## src/rtl/set_limit_bcd.sv

```systemverilog
// BCD limit/setpoint register for the bottle-filling controller.
// Loaded directly or edited digit-by-digit; every write is digit- and range-clamped.
module set_limit_bcd #(
    parameter int                  DIGITS    = 2,
    parameter logic [4*DIGITS-1:0] LIMIT_MIN = 'h01,
    parameter logic [4*DIGITS-1:0] LIMIT_MAX = 'h99,
    parameter logic [4*DIGITS-1:0] RESET_VAL = 'h10,
    parameter int                  TIMEOUT   = 1000,
    localparam int                 W         = 4 * DIGITS,
    localparam int                 PW        = (DIGITS > 1) ? $clog2(DIGITS) : 1
) (
    input  logic          CLK,
    input  logic          RST,
    input  logic          EN_work,
    input  logic          EN_set,
    input  logic          set,
    input  logic [W-1:0]  set_val,
    input  logic          btn_edit,
    input  logic          btn_inc,
    input  logic          btn_dec,
    input  logic          btn_next,
    input  logic          btn_commit,
    input  logic          btn_cancel,
    output logic [W-1:0]  limit,
    output logic [W-1:0]  edit_val,
    output logic [PW-1:0] edit_pos,
    output logic          editing,
    output logic          commit_pulse,
    output logic          abort_pulse,
    output logic          clamped
);

    localparam int CW = (TIMEOUT > 0) ? $clog2(TIMEOUT + 1) : 1;

    typedef enum logic {IDLE, EDIT} state_t;

    state_t        state, state_n;
    logic [W-1:0]  limit_n, edit_val_n, load_val, commit_val;
    logic [PW-1:0] pos_n;
    logic [CW-1:0] cnt, cnt_n;
    logic          clamped_n, commit_n, abort_n, ok, timed_out;
    logic [3:0]    cur_digit;

    function automatic logic [W-1:0] digit_clamp(input logic [W-1:0] v);
        logic [W-1:0] r;
        r = v;
        for (int i = 0; i < DIGITS; i++)
            if (v[4*i +: 4] > 4'd9) r[4*i +: 4] = 4'd9;
        return r;
    endfunction

    // Digit-wise compare from the most significant digit; first differing digit decides.
    function automatic logic bcd_less(input logic [W-1:0] a, input logic [W-1:0] b);
        logic lt, decided;
        lt      = 1'b0;
        decided = 1'b0;
        for (int i = DIGITS - 1; i >= 0; i--) begin
            if (!decided && (a[4*i +: 4] != b[4*i +: 4])) begin
                lt      = a[4*i +: 4] < b[4*i +: 4];
                decided = 1'b1;
            end
        end
        return lt;
    endfunction

    function automatic logic [W-1:0] range_clamp(input logic [W-1:0] v);
        if (bcd_less(v, LIMIT_MIN))      return LIMIT_MIN;
        else if (bcd_less(LIMIT_MAX, v)) return LIMIT_MAX;
        else                             return v;
    endfunction

    assign ok         = EN_work && !EN_set;
    assign load_val   = range_clamp(digit_clamp(set_val));
    assign commit_val = range_clamp(edit_val);
    assign timed_out  = (TIMEOUT != 0) && (cnt == CW'(TIMEOUT));
    assign editing    = (state == EDIT);

    always_ff @(posedge CLK) begin
        if (RST) begin
            state        <= IDLE;
            limit        <= RESET_VAL;
            edit_val     <= RESET_VAL;
            edit_pos     <= '0;
            cnt          <= '0;
            clamped      <= 1'b0;
            commit_pulse <= 1'b0;
            abort_pulse  <= 1'b0;
        end else begin
            state        <= state_n;
            limit        <= limit_n;
            edit_val     <= edit_val_n;
            edit_pos     <= pos_n;
            cnt          <= cnt_n;
            clamped      <= clamped_n;
            commit_pulse <= commit_n;
            abort_pulse  <= abort_n;
        end
    end

    always_comb begin
        state_n    = state;
        limit_n    = limit;
        edit_val_n = edit_val;
        pos_n      = edit_pos;
        cnt_n      = cnt;
        clamped_n  = clamped;
        commit_n   = 1'b0;
        abort_n    = 1'b0;
        cur_digit  = 4'd0;
        case (state)
            IDLE: begin
                if (ok && set) begin
                    limit_n   = load_val;
                    clamped_n = (load_val != set_val);
                    commit_n  = 1'b1;
                end else if (ok && btn_edit) begin
                    state_n    = EDIT;
                    edit_val_n = limit;
                    pos_n      = '0;
                    cnt_n      = '0;
                end
            end
            EDIT: begin
                // Losing write permission discards the edit ahead of any key.
                if (!ok || btn_cancel) begin
                    state_n = IDLE;
                    abort_n = 1'b1;
                end else if (btn_commit) begin
                    state_n   = IDLE;
                    limit_n   = commit_val;
                    clamped_n = (commit_val != edit_val);
                    commit_n  = 1'b1;
                end else if (btn_next) begin
                    pos_n = (edit_pos == PW'(DIGITS - 1)) ? '0 : edit_pos + 1'b1;
                    cnt_n = '0;
                end else if (btn_inc || btn_dec) begin
                    cnt_n = '0;
                    for (int i = 0; i < DIGITS; i++) begin
                        if (edit_pos == PW'(i) && (btn_inc ^ btn_dec)) begin
                            cur_digit = edit_val[4*i +: 4];
                            if (btn_inc) cur_digit = (cur_digit >= 4'd9) ? 4'd0 : cur_digit + 4'd1;
                            else         cur_digit = (cur_digit == 4'd0) ? 4'd9 : cur_digit - 4'd1;
                            edit_val_n[4*i +: 4] = cur_digit;
                        end
                    end
                end else if (timed_out) begin
                    state_n = IDLE;
                    abort_n = 1'b1;
                end else if (TIMEOUT != 0) begin
                    cnt_n = cnt + 1'b1;
                end
            end
            default: state_n = IDLE;
        endcase
    end

endmodule

```

## config.mk

```make
export PLATFORM = sky130hd
export DESIGN_NAME = set_limit_bcd
export DESIGN_NICKNAME = d
export VERILOG_FILES = /design/src/rtl/set_limit_bcd.sv
export SDC_FILE = /design/constraint.sdc
export NUM_CORES = 1
export LEC_CHECK = 0
export BUFFER_PORTS_ARGS = -buffer_cell sky130_fd_sc_hd__buf_2
export CAP_MARGIN = 20
export CORE_MARGIN = 5
export CORE_UTILIZATION = 45
export DETAILED_ROUTE_END_ITERATION = 6
export GPL_ROUTABILITY_DRIVEN = 0
export PLACE_DENSITY = 0.68
export SYNTH_ARGS = -nofsm -noshare
export SYNTH_HDL_FRONTEND = slang
export SYNTH_SLANG_ARGS = --single-unit
```

## constraint.sdc

```tcl
create_clock -name CLK -period 3.25 [get_ports CLK]
set_input_delay 0.4875 -clock CLK [delete_from_list [all_inputs] [get_ports CLK]]
set_output_delay 0.4875 -clock CLK [all_outputs]
set_load 0.02 [all_outputs]
```

* After elaboration in Yosys (flattened, before gate mapping) *
Index checks and enable logic that the tools add are counted.

word-level totals
  output and inout bits = 21
  register bits = 31
  logic and storage cells = 155

operators by class
  bitwise operators = 3
  add/subtract/negate cells = 6
  order comparisons = 12
  mux-type cells = 77
  reduce and logical (&&, ||, !) cells = 27
  equal/unequal tests = 21

operators with widths
  kind                                                   number
  two-way mux 8 bit                                      13
  two-way mux 10 bit                                     7
  two-way mux 1 bit                                      40
  two-way mux 4 bit                                      10
  case mux 8 bit (2 select lines)                        2
  case mux 10 bit (2 select lines)                       1
  < comparator 4 x 1 -> 1 bit (second input constant)    4
  < comparator 4 bit (first input constant)              4
  != test 2 bit (second input constant)                  8
  != test 4 bit (first input constant)                   4
  != test 8 bit                                          2
  AND reduction 7 bit                                    2
  adder 10 x 1 -> 10 bit (second input constant)         1
  == test 10 bit (second input constant)                 1
  AND reduction 5 bit                                    2
  logical AND 1 bit                                      9
  adder 4 x 1 -> 4 bit (second input constant)           2
  >= comparator 4 bit (second input constant)            2
  greater-than comparator 4 bit (second input constant)  2
  zero test 4 bit                                        2
  != test 4 x 1 -> 1 bit (second input constant)         2
  case mux 1 bit (2 select lines)                        4
  nonzero test 4 bit                                     2
  subtractor 4 x 1 -> 4 bit (second input constant)      2
  other kinds (9)                                        18

* Longest topological paths before layout *
  depth after elaboration = 17
  depth in mapped cells = 9
  gate-level depth less buffers = 7

* Worst setup path after synthesis *
No wires, ideal clock.

  path kind = register -> register
  from = reg edit_val[0]
  to = reg limit[0]
  stages on the path, launching flop included = 10
  setup time = 0.067 ns
  arrival time = 2.546 ns
  slack = 0.636 ns
  cells stage by stage = dfxtp_1 > clkbuf_1 > inv_1 > ha_1 > or3b_4 > or4_4 > and3_1 > buf_6 > a221o_1 > a21oi_2

between the ends
  longest elaborated chain between the ends = 9
  elaborated cells on any way between the ends = 14
  classes of those cells = order compare (2); eq/ne (2); mux (8); reduce/logical (2)

ends and longest elaborated chain
  item                                                        RTL line  text
  from (decl)                                                 25        output logic [W-1:0] edit_val,
  from (signal assigned)                                      91        edit_val <= edit_val_n;
  branches (longest 5 deep; another with < comparator 4 bit)  n/a
  two-way mux 8 bit *                                         67        if (bcd_less(v, LIMIT_MIN)) return LIMIT_MIN;
  two-way mux 8 bit *                                         128       end else if (btn_commit) begin
  two-way mux 8 bit *                                         125       if (!ok || btn_cancel) begin
  case mux 8 bit (2 select lines) *                           110       case (state)
  to (signal assigned)                                        90        limit <= limit_n;
  to (decl)                                                   24        output logic [W-1:0] limit,

Mark *: on every way between the ends. The select of a mux whose other input is x is not followed.
A chain may end at the register's enable or synchronous reset.

* Worst setup path after layout *
  from = reg edit_val[0]
  to = reg limit[1]

Same word-level chain as after synthesis.

==> results.yml <==
global_routing:
  grt_pass1_wl_microns: 8840
  antenna_found_initial: 0
  gr-total-overflow: 0
  grt_usage: 0.181
  grt_max_degree: 24
  grt_pass1_vias: 1904
layout:
  diodes: 0
  final_core_util: 0.525
  postLayoutCellArea_sq_um: 2250
  syn2layout_area_growth_pct: 15.1
  drive_above_1_share: 0.196
  nNetsFinal: 313
sta:
  maxSlewViolCount: 0
  whs_ns: 0.472
  slew-limit-headroom: 0.509
  tns_ns: 0
  setup_violations: 0
  rsz0062_at_grt: "no"
  post-route-period-util: 0.805
  worstMarginPinSlew_ns: 0.727
  finalHoldViolCount: 0
  fmax_mhz: 382
  period_needed_ns: 2.62
  finClkSkew_ns: 0.00732
synth:
  ys_ff_latch: 31
  syn_nets: 280
  synth_cells: 252
  synth_edf_count: 0
  synthTopCellsByCount: "nor2_1, dfxtp_1, o21ai_0, a21oi_1, inv_1"
  synth_area_leader_cell: "dfxtp_1"
  synth_top_area_frac: 0.317
  yosysMostFrequentCell: "nor2_1"
  postSynthAreaPerCell_sq_um: 7.77
  ys.flop_type: "dfxtp_1"
  yosysSeqAreaShare: 0.317
  synthArstFlopShare: 0
  synth_cell_types: 49
  yosysWarnings: 0
  synth_area_sq_um: 1960
  netlist_top_cells_area: "dfxtp_1, nor2_1, ha_1, o21ai_0, a21oi_1"
floorplanning:
  start_util: 0.456
  rows: 24
  die-area_sq_um: 5770
  core_sq_um: 4290
  die_h_microns: 76.0
  fp.dieW_microns: 76.0
  pin_count: 40
detailed_routing:
  drt_first_pass_iters: 4
  wl_per_cell_microns: 15.0
  vias: 1979
  viasPerCell: 5.86
  wirelength_microns: 5080
  drtIter0Drc: 151
  drc: 0
  ant_nets: 0
pwr:
  power_uw: 799
  vdd_drop_max_mv: 0.208
  power_density_nw_per_um2: 355
  leakage_uw: 0.000880
place:
  dpl_cell_area_sq_um: 2170
  io_buffers: 39
  post-dp-hpwl_microns: 3730
worst_hold_path:
  worstHoldStart: "cnt[9]"
  worstHoldPathCells: 2
  hold_class: "flop to flop"
  hold-path-endpoint: "cnt[9]"
clock_tree:
  post_cts_buffers: 0
  clk_pin_slew_worst_paths_ns: 0.07
  clockBufferDepth: 2
  cts_tree: "built"
  clk_latency_ns: 0.29
  cts.sinks: 31
  cts_resized: 0
  cts-htree-levels: 2
  cts_buffers: 5
  cts-root-buf: "clkbuf_8"
  ctsHoldBuffers: 0
critical_path:
  rr_startpoint: "edit_val[0]"
  end_kind: "flop"
  crit_fanout: 11
  r2r_slack_ns: 0.63
  cp.required_ns: 3.41
  crit_arrival_ns: 2.77
  reg2regPathDepth: 7
  critPathKind: "flop to flop"
  start_kind: "flop"
  rr_endpoint: "limit[1]"
status:
  status: "finished clean"
flow_run:
  maxCapViolations: 0
## logic make-up after synthesis
logic type,Yosys count,synth area share
AND/OR/NAND/NOR,92,0.245
AO/OA/AOI/OAI,79,0.273
multiplexers,2,0.0102
flip-flops,31,0.317
XOR/XNOR,7,0.0313
buffers and inverters,32,0.0652
adder cells (fa/ha/maj),9,0.0575
## state kept, by name (all words and copies together) (netlist names)
signal,flops
edit_val,8
clamped,1
cnt,10
editing,1
abort_pulse,1
edit_pos,1
commit_pulse,1
limit,8
## metrics by stage
| step | instances | setup WS [ns] |
|---|---|---|
| detailed placement | 330 | 0.659 |
| global route | 338 | 0.519 |
| global placement | 330 | 0.675 |
| floorplan | 252 | 0.636 |
| finish | 338 | 0.635 |
| CTS | 338 | 0.646 |
## worst max-delay path by stage
| stage | startpoint | endpoint | slack (ns) | cells past startpoint |
|---|---|---|---|---|
| global route | edit_val[0] | limit[1] | 0.52 | 7 |
| detailed placement | edit_val[0] | limit[1] | 0.66 | 7 |
| global placement | edit_val[0] | limit[1] | 0.68 | 7 |
| finish | edit_val[0] | limit[1] | 0.63 | 7 |
| CTS | edit_val[0] | limit[1] | 0.65 | 7 |
| floorplan | edit_val[0] | limit[0] | 0.64 | 9 |
## cell usage in the layout, fill, tap and decap left out, types with 2 or more instances in the layout
master and n:
a211oi_1 6, dfxtp_1 31, o21bai_1 2, a211o_1 3
a31oi_1 6, inv_1 16, mux2i_1 2, o2111ai_1 2
a41oi_1 2, clkbuf_8 5, nand2b_1 3, o41ai_1 2
a221o_1 2, o21ai_0 19, a311o_1 2, nand3_1 3
nand2_1 12, nand3b_1 3, nor4_1 4, a21oi_1 16
ha_1 9, and3_1 4, clkbuf_1 2, nor3_1 14
a311oi_1 2, xnor2_1 2, buf_2 39, o31ai_1 2
nor2b_1 2, xor2_1 5, or3_1 3, nor2_1 33
buf_4 3, a21oi_2 2, a221oi_1 6, nand4_1 2
## routing by layer
metal | up-vias | share of wire | global-route usage
li1 | 991 | - | -
met1 | 930 | 0.44 | 0.233
met2 | 51 | 0.48 | 0.287
met3 | 7 | 0.060 | 0.0545
met4 | 0 | 0.013 | 0.0605
met5 | - | 0 | 0
## layout make-up
cell class | instances | area [sq um]
Multi-Input combinational cell | 189 | 1210
Clock inverter | 1 | 5.00
Clock buffer | 7 | 76.3
Tap cell | 52 | 65.1
Fill cell | 438 | 2040
Timing Repair Buffer | 42 | 218
Sequential cell | 31 | 621
Inverter | 16 | 60.1
## where the power goes
group	internal [uW]	switching, uW
Sequential	389	11.6
Combinational	40.8	64.6
Clock	150	144
Total	580	220
## critical path: stages (launching register included)
cell	delay (ns)
dfxtp_1	0.41
inv_1	0.13
ha_1	0.30
or3b_4	0.44
or4_4	0.50
and3_1	0.26
a221oi_1	0.36
nor3_1	0.09
Power figures use the tool's default switching activity.
